<file path="config.mk">
export PLATFORM = sky130hd
export DESIGN_NAME = lcd_capture
export DESIGN_NICKNAME = d
export VERILOG_FILES = /design/src/rtl/lcd_capture_pkg.sv /design/src/rtl/lcd_sync_edge.sv /design/src/rtl/lcd_capture.sv
export SDC_FILE = /design/constraint.sdc
export NUM_CORES = 1
export LEC_CHECK = 0
export BUFFER_PORTS_ARGS = -buffer_cell sky130_fd_sc_hd__clkbuf_2
export CAP_MARGIN = 40
export CORE_MARGIN = 1
export CORE_UTILIZATION = 61
export CTS_CLUSTER_DIAMETER = 50
export CTS_CLUSTER_SIZE = 30
export DETAILED_ROUTE_END_ITERATION = 12
export PLACE_DENSITY = 0.95
export SETUP_SLACK_MARGIN = 0.5
export SLEW_MARGIN = 40
export SYNTH_ARGS = -nofsm -noshare
export SYNTH_HDL_FRONTEND = slang
export SYNTH_HIERARCHICAL = 1
export SYNTH_SLANG_ARGS = --single-unit
</file>
<file path="constraint.sdc">
create_clock -name clk -period 6.44 [get_ports clk]
set_input_delay 1.288 -clock clk [delete_from_list [all_inputs] [get_ports clk]]
set_output_delay 1.288 -clock clk [all_outputs]
set_load 0.01 [all_outputs]
</file>
<file path="src/rtl/lcd_capture_pkg.sv">
// Shared LCD parameters: panel defaults, capture FSM states, error flag bits.
package lcd_capture_pkg;

   localparam int unsigned LCD_RES_X = 320;
   localparam int unsigned LCD_RES_Y = 240;

   localparam int ERR_OVERRUN = 0;
   localparam int ERR_ROW_OVF = 1;
   localparam int ERR_M_STUCK = 2;

   typedef enum logic [1:0] {
      ST_SYNC = 2'd0,
      ST_LINE = 2'd1,
      ST_IDLE = 2'd2
   } cap_state_t;

   // Panel shifts the first nibble MSB-first onto the left pixel; the
   // framebuffer stores the leftmost pixel in bit 0.
   function automatic logic [7:0] bit_rev8(input logic [7:0] b);
      logic [7:0] r;
      r = '0;
      for (int i = 0; i < 8; i++) begin
         r[i] = b[7-i];
      end
      return r;
   endfunction

endpackage

</file>
<file path="src/rtl/lcd_sync_edge.sv">
// Two-flop synchronizer with registered history for rise/fall pulses.
module lcd_sync_edge (
   input  logic clk,
   input  logic rst,
   input  logic din,
   output logic level,
   output logic rise,
   output logic fall
);

   logic s1;
   logic s2;
   logic s3;

   // Synchronizer chain plus one history flop for edge detection.
   always_ff @(posedge clk or posedge rst) begin
      if (rst) begin
         s1 <= 1'b0;
         s2 <= 1'b0;
         s3 <= 1'b0;
      end else begin
         s1 <= din;
         s2 <= s1;
         s3 <= s2;
      end
   end

   assign level = s2;
   assign rise  = s2 & ~s3;
   assign fall  = ~s2 & s3;

endmodule

</file>
<file path="src/rtl/lcd_capture.sv">
// Captures a 4-bit monochrome LCD panel bus into framebuffer byte writes.
//
// state | meaning
// SYNC  | waiting for a line with flm high; no writes
// LINE  | capturing nibbles of the current row
// IDLE  | row complete; further dclk falls are overruns
module lcd_capture
   import lcd_capture_pkg::*;
#(
   parameter int unsigned RES_X = LCD_RES_X,
   parameter int unsigned RES_Y = LCD_RES_Y
) (
   input  logic        clk,
   input  logic        rst,
   input  logic [3:0]  data,
   input  logic        flm,
   input  logic        lp,
   input  logic        dclk,
   input  logic        m,
   output logic        wr_en,
   output logic [31:0] wr_addr,
   output logic [7:0]  wr_data,
   output logic        frame_done,
   output logic [2:0]  err
);

   localparam int unsigned NIBS          = RES_X / 4;
   localparam int unsigned BYTES_PER_ROW = RES_X / 8;
   localparam int unsigned NIB_W         = $clog2(NIBS + 1);
   localparam int unsigned ROW_W         = $clog2(RES_Y + 1);
   localparam logic [ROW_W-1:0] LAST_ROW = ROW_W'(RES_Y - 1);
   localparam logic [NIB_W-1:0] LINE_END = NIB_W'(NIBS);

   logic [3:0] data_s1;
   logic [3:0] data_s2;

   logic flm_lvl;
   logic m_lvl;
   logic lp_rise;
   logic dclk_fall;
   logic flm_rise_unused;
   logic flm_fall_unused;
   logic m_rise_unused;
   logic m_fall_unused;
   logic lp_lvl_unused;
   logic lp_fall_unused;
   logic dclk_lvl_unused;
   logic dclk_rise_unused;

   lcd_sync_edge u_sync_flm (
      .clk(clk), .rst(rst), .din(flm),
      .level(flm_lvl), .rise(flm_rise_unused), .fall(flm_fall_unused)
   );

   lcd_sync_edge u_sync_lp (
      .clk(clk), .rst(rst), .din(lp),
      .level(lp_lvl_unused), .rise(lp_rise), .fall(lp_fall_unused)
   );

   lcd_sync_edge u_sync_dclk (
      .clk(clk), .rst(rst), .din(dclk),
      .level(dclk_lvl_unused), .rise(dclk_rise_unused), .fall(dclk_fall)
   );

   lcd_sync_edge u_sync_m (
      .clk(clk), .rst(rst), .din(m),
      .level(m_lvl), .rise(m_rise_unused), .fall(m_fall_unused)
   );

   // Data uses the same two-stage latency as dclk so the captured nibble
   // lines up with the detected falling edge.
   always_ff @(posedge clk or posedge rst) begin
      if (rst) begin
         data_s1 <= '0;
         data_s2 <= '0;
      end else begin
         data_s1 <= data;
         data_s2 <= data_s1;
      end
   end

   cap_state_t       state,   state_nx;
   logic [ROW_W-1:0] row,     row_nx;
   logic [NIB_W-1:0] nib_cnt, nib_nx;
   logic [3:0]       n0,      n0_nx;
   logic             m_last,  m_last_nx;
   logic             m_seen,  m_seen_nx;
   logic [2:0]       err_nx;
   logic             wr_en_nx;
   logic [31:0]      wr_addr_nx;
   logic [7:0]       wr_data_nx;

   // State and capture registers.
   always_ff @(posedge clk or posedge rst) begin
      if (rst) begin
         state   <= ST_SYNC;
         row     <= '0;
         nib_cnt <= '0;
         n0      <= '0;
         m_last  <= 1'b0;
         m_seen  <= 1'b0;
         err     <= '0;
         wr_en   <= 1'b0;
         wr_addr <= '0;
         wr_data <= '0;
      end else begin
         state   <= state_nx;
         row     <= row_nx;
         nib_cnt <= nib_nx;
         n0      <= n0_nx;
         m_last  <= m_last_nx;
         m_seen  <= m_seen_nx;
         err     <= err_nx;
         wr_en   <= wr_en_nx;
         wr_addr <= wr_addr_nx;
         wr_data <= wr_data_nx;
      end
   end

   // Next-state logic; a line start always wins over a coincident dclk fall.
   always_comb begin
      state_nx   = state;
      row_nx     = row;
      nib_nx     = nib_cnt;
      n0_nx      = n0;
      m_last_nx  = m_last;
      m_seen_nx  = m_seen;
      err_nx     = err;
      wr_en_nx   = 1'b0;
      wr_addr_nx = wr_addr;
      wr_data_nx = wr_data;
      frame_done = 1'b0;

      if (lp_rise) begin
         if (flm_lvl) begin
            frame_done = (state == ST_IDLE) && (row == LAST_ROW);
            if (m_seen && (m_lvl == m_last)) begin
               err_nx[ERR_M_STUCK] = 1'b1;
            end
            m_last_nx = m_lvl;
            m_seen_nx = 1'b1;
            state_nx  = ST_LINE;
            row_nx    = '0;
            nib_nx    = '0;
         end else if (state != ST_SYNC) begin
            if (row == LAST_ROW) begin
               err_nx[ERR_ROW_OVF] = 1'b1;
               state_nx            = ST_SYNC;
            end else begin
               row_nx   = row + 1'b1;
               nib_nx   = '0;
               state_nx = ST_LINE;
            end
         end
      end else if (dclk_fall) begin
         if (state == ST_LINE) begin
            nib_nx = nib_cnt + 1'b1;
            if (!nib_cnt[0]) begin
               n0_nx = data_s2;
            end else begin
               wr_en_nx   = 1'b1;
               wr_data_nx = bit_rev8({n0, data_s2});
               wr_addr_nx = 32'(row) * BYTES_PER_ROW + 32'(nib_cnt >> 1);
            end
            if (nib_nx == LINE_END) begin
               state_nx = ST_IDLE;
            end
         end else if (state == ST_IDLE) begin
            err_nx[ERR_OVERRUN] = 1'b1;
         end
      end
   end

endmodule

</file>
==> results by group, run 1 <==
Outcome
  • Outcome: finished clean

Pwr
  • Peak supply drop: 0.000256 V
  • Leakage: 0.00195 uW
  • Total power: 1140 uW
  • Power Density: 303 nW/um^2

STA
  • Fmax: 279 MHz
  • Slew @ Worst Pin: 712 ps
  • Worst rel slew slack: 52.6%
  • Slew Viols, Final: 0
  • Setup TNS: 0 ps
  • RSZ-0062 raised after global routing: false
  • Min Clock Period, post-route: 3590 ps
  • Setup Viol. Count Final: 0
  • Final period util: 55.7%
  • Final hold vios: 0
  • Worst Skew: 9.14 ps

CTS
  • CTS H-tree depth: 3
  • Clock Tree Root: clkbuf_8
  • Later-pin clock latency in the skew report: 350 ps
  • Clk pin slew, worst setup/hold paths: 80 ps
  • Max clock buf depth: 2
  • CTS Buf Count: 9
  • CTS tree: done
  • CTS resizes: 0
  • Hold-fix buffers, CTS: 0
  • CTS Sinks: 68
  • # Post-CTS Setup Buffers: 0

Routing
  • Iteration-0 DRC Markers: 133
  • WL/cell: 13.7 um
  • Avg Vias per Cell: 5.47
  • Vias: 2389
  • # DRC: 0
  • Initial DRT Pass Iterations: 4
  • Final wirelength: 5980 um
  • Post-route antenna net violation count: 0

Floorplan
  • Row count: 26
  • Initial core utilization: 64.6%
  • Ports: 55
  • DIE HEIGHT: 76.3 um
  • Die ar.: 5820 um^2
  • Core ar.: 5200 um^2
  • Die Wd: 76.3 um

Cells and area
  • Final Core Density: 72.6%
  • ANT cells: 0
  • Layout area overhead: 12.3%
  • Final Net Count: 391
  • Design Area, Final: 3780 um^2
  • Ratio of cells with drive above 1 in the final layout: 19.9%

Global routing
  • Initial antenna violation count: 0
  • Vias in the first global route: 2383
  • Tot GR Track Use: 23.7%
  • First-pass GRT wire length: 10600 um
  • Grt ovf: 0
  • Largest net degree at the start of global routing: 59

Setup path
  • WP data arrival: 2300 ps
  • WS Path Type: flip-flop to output pin
  • Critical-path maximum fanout: 11
  • Worst Setup Start Kind: flip-flop
  • Crit end category: output pin
  • Worst EP required: 5150 ps

Placement
  • Placer Congestion: 0.857
  • Port Buffers: 37
  • HPWL after DPL: 4180 um
  • Placed cell area: 3540 um^2

Synth
  • Post-Synthesis Cell Area: 3360 um^2
  • Syn Inst Count: 322
  • Mean Syn Cell Area: 10.4 um^2
  • Synth warnings: 6

Min path
  • HP Class: flip-flop to flip-flop

Flow run
  • Max Cap Viol: 0
==> routing by layer <==
layer / track usage [%] / up-vias / routed length [um]
met5: 0 / - / 0
met4: 12.3 / 0 / 107
met3: 6.23 / 9 / 262
met2: 39.8 / 68 / 3070
met1: 28.1 / 1155 / 2540
li1: - / 1157 / -
==> worst paths after layout <==
| check | start | slack (ps) | cells after the start | end |
|---|---|---|---|---|
| max reg2reg | row[1] | 3650 | 8 | wr_addr[12] |
| min reg2reg | data_s1[1] | 350 | 0 | data_s2[1] |
| min | data_s1[1] | 350 | 0 | data_s2[1] |
| max | u_sync_lp/level | 2850 | 5 | frame_done |
| max in group asynchronous | rst | 4800 | 3 | wr_addr[14] |
| min in group asynchronous | rst | 820 | 2 | u_sync_flm/s1 |
==> power breakdown <==
part | switching, uW | total, uW | internal (uW)
Combinational | 105 | 182 | 76.9
Clock | 163 | 421 | 258
Sequential | 44.9 | 540 | 495
Total | 313 | 1140 | 830
==> placed cells by master, fill, tap and decap left out, types with 2 or more instances in the layout <==
master and instances:
a21o_1 6, nor3_1 2, and3_4 2, clkinv_4 2, a31oi_1 4, nand2_1 54
nand2b_1 2, a211oi_1 3, fa_1 2, and3_1 5, nand3_1 6, o21ai_1 12
clkbuf_2 37, nand4_1 9, mux2_2 5, o21ai_0 10, a211o_1 2, clkbuf_8 9
a31o_2 2, xor2_1 5, xnor2_1 9, inv_2 2, nor2b_1 5, dfrtp_1 68
ha_1 17, nor2_1 18, conb_1 17, a21oi_1 4, bufinv_16 3, or2_1 2
inv_1 14
==> cell type report <==
type	instances	area, um^2
Inverter	16	60.1
Sequential cell	68	1700
Clock buffer	10	128
Clock inverter	6	113
Multi-Input combinational cell	229	1500
Timing Repair Buffer	38	193
Tap cell	70	87.6
Fill cell	364	1430
==> state kept, by name, indices dropped and copies added, names as in the netlist, 2 cells and up <==
register  count
wr_addr      15
row           8
wr_data       8
nib_cnt       7
data_s1       4
data_s2       4
n0            4
err           3
state         2
==> worst max-delay path, cell delays in order (launching register included) <==
cell and delay, ps:
dfrtp_1 350, nor2b_1 380, inv_1 150, nor2_1 570
nor4b_1 310, clkbuf_2 190
==> metrics by stage <==
stage	worst slack, ps	std cells	hold slack, ps
6_report	2850	437	353
5_1_grt	2660	437	356
4_1_cts	2860	437	352
3_5_place_dp	3270	421	335
3_3_place_gp	3330	421	332
2_1_floorplan	3550	338	331
Note: power is estimated with default switching activity, not from simulation.
==> run 2: changes to the inputs <==
CORE_UTILIZATION = 56   (was 61)
PLACE_DENSITY = 0.89   (was 0.95)
clock period = 3.4 ns   (was 6.44 ns; I/O delays follow)
==> results by group, run 2 (synthesis gave the netlist of run 1 again) <==
Pwr
  • Sw power: 596 uW
  • Seq pwr share: 46.7%
  • Peak supply drop: 0.000360 V
  • Internal Power: 1590 uW
  • Combinational power share: 16.1%
  • Clock power share: 37.1%
  • Switching Share: 27.2%
  • Power Density: 575 nW/um^2
  • Leakage: 0.00196 uW
  • Total power: 2190 uW

Routing
  • Iteration-0 DRC Markers: 133
  • WL/cell: 14.1 um
  • Avg Vias per Cell: 5.43
  • M1 wire length: 2670 um
  • # DRC: 0
  • Final wirelength: 6210 um
  • Initial DRT Pass Iterations: 4
  • Top sig layer: met4
  • DR WL met3: 300 um
  • Metal2 WL: 3080 um
  • Post-route antenna net violation count: 0
  • Vias: 2401

Setup path
  • Crit end category: flip-flop
  • Worst Setup Start Kind: flip-flop
  • Register-to-Register Path Depth: 8
  • WS Path Type: flip-flop to flip-flop
  • Worst EP required: 3620 ps
  • WP data arrival: 2940 ps
  • Critical-path maximum fanout: 7
  • Worst reg2reg setup slack: 680 ps

CTS
  • CTS tree: done
  • CTS Sinks: 68
  • CTS H-tree depth: 3
  • CTS resizes: 0
  • Max clock buf depth: 2
  • Later-pin clock latency in the skew report: 350 ps
  • Clock Tree Root: clkbuf_8
  • CTS Buf Count: 9
  • Hold-fix buffers, CTS: 0
  • # Post-CTS Setup Buffers: 0
  • Clk pin slew, worst setup/hold paths: 70 ps

Cells and area
  • Ratio of cells with drive above 1 in the final layout: 20.5%
  • ANT cells: 0
  • Layout area overhead: 13.3%
  • Biggest register: wr_addr
  • Most common cell after layout, fill and taps aside: dfrtp_1
  • Largest regs: wr_addr: 15 flops, row: 8 flops, wr_data: 8 flops
  • Final Net Count: 394
  • Most frequent cells in the layout: dfrtp_1 (68), nand2_1 (55), clkbuf_2 (37)
  • Largest register FFs: 15

Min path
  • HP Class: primary input to async pin

STA
  • RSZ-0062 raised after global routing: false
  • Min Clock Period, post-route: 2720 ps
  • Setup Viol. Count Final: 0
  • Slew @ Worst Pin: 602 ps
  • Final period util: 79.9%
  • Setup TNS: 0 ps
  • Slew Viols, Final: 0
  • Fmax: 368 MHz
  • Worst Skew: 9.19 ps
  • Worst rel slew slack: 59.8%
  • Final hold vios: 0

Floorplan
  • Core ar.: 5640 um^2
  • Initial core utilization: 59.6%
  • Die ar.: 6320 um^2
  • DIE HEIGHT: 79.5 um
  • Die Wd: 79.5 um
  • Row count: 27
  • Ports: 55

Global routing
  • Vias in the first global route: 2350
  • Grt ovf: 0
  • Initial antenna violation count: 0
  • Tot GR Track Use: 22.0%
  • Largest net degree at the start of global routing: 36
  • First-pass GRT wire length: 10400 um

Flow run
  • Max Cap Viol: 0

Placement
  • HPWL after DPL: 4350 um
  • Port Buffers: 37
  • Placer Congestion: 0.839

Outcome
  • Outcome: finished clean
[run 2: critical path: stages (launching register included)]
cell	delay, ps
dfrtp_1	460
ha_1	330
ha_1	230
fa_1	410
a211o_1	340
and3_4	200
or2_0	220
o311ai_1	270
o211ai_1	120
[run 2: worst paths after layout]
kind | from | to
worst max register to register | row[1] | wr_addr[12]
worst min register to register | data_s1[1] | data_s2[1]
worst max-delay path | row[1] | wr_addr[12]
max in group asynchronous | rst | wr_addr[6]
worst min-delay path | rst | u_sync_flm/level
min in group clk | data_s1[1] | data_s2[1]
[run 2: area by class of cell]
| class | instances | area (um^2) |
|---|---|---|
| sequential | 68 | 1700 |
| fill | 416 | 1830 |
| tap | 72 | 90.1 |
| clock inverter | 6 | 111 |
| clock buffer | 10 | 138 |
| timing repair buffer | 41 | 215 |
| multi-input combinational | 229 | 1490 |
| inverter | 16 | 61.3 |
[run 2: power by group through the flow]
| stage | Combinational [uW] | Clock (uW) | Sequential, uW |
|---|---|---|---|
| detailed placement | 352 | 0 | 1040 |
| global route | 397 | 858 | 1040 |
| global placement | 336 | 0 | 1030 |
| finish | 354 | 813 | 1020 |
| CTS | 360 | 827 | 1020 |
| floorplan | 196 | 0 | 1060 |
[run 2: routing by layer]
| layer | up-vias | track usage (%) |
|---|---|---|
| met5 | - | 0 |
| met4 | 0 | 10.0 |
| met3 | 17 | 6.51 |
| met2 | 73 | 36.9 |
| met1 | 1148 | 25.8 |
| li1 | 1163 | - |
[run 2: per-stage QoR]
| step | hold slack (ps) | setup slack (ps) | instances | utilization, % | cell area, um^2 |
|---|---|---|---|---|---|
| 2_1_floorplan | 331 | 834 | 338 | - | 3420 |
| 3_3_place_gp | 333 | 744 | 426 | 63.1 | 3560 |
| 3_5_place_dp | 335 | 693 | 426 | 63.1 | 3560 |
| 4_1_cts | 201 | 685 | 442 | 67.5 | 3810 |
| 5_1_grt | 214 | 560 | 442 | 67.6 | 3810 |
| 6_report | 211 | 684 | 442 | 67.6 | 3810 |
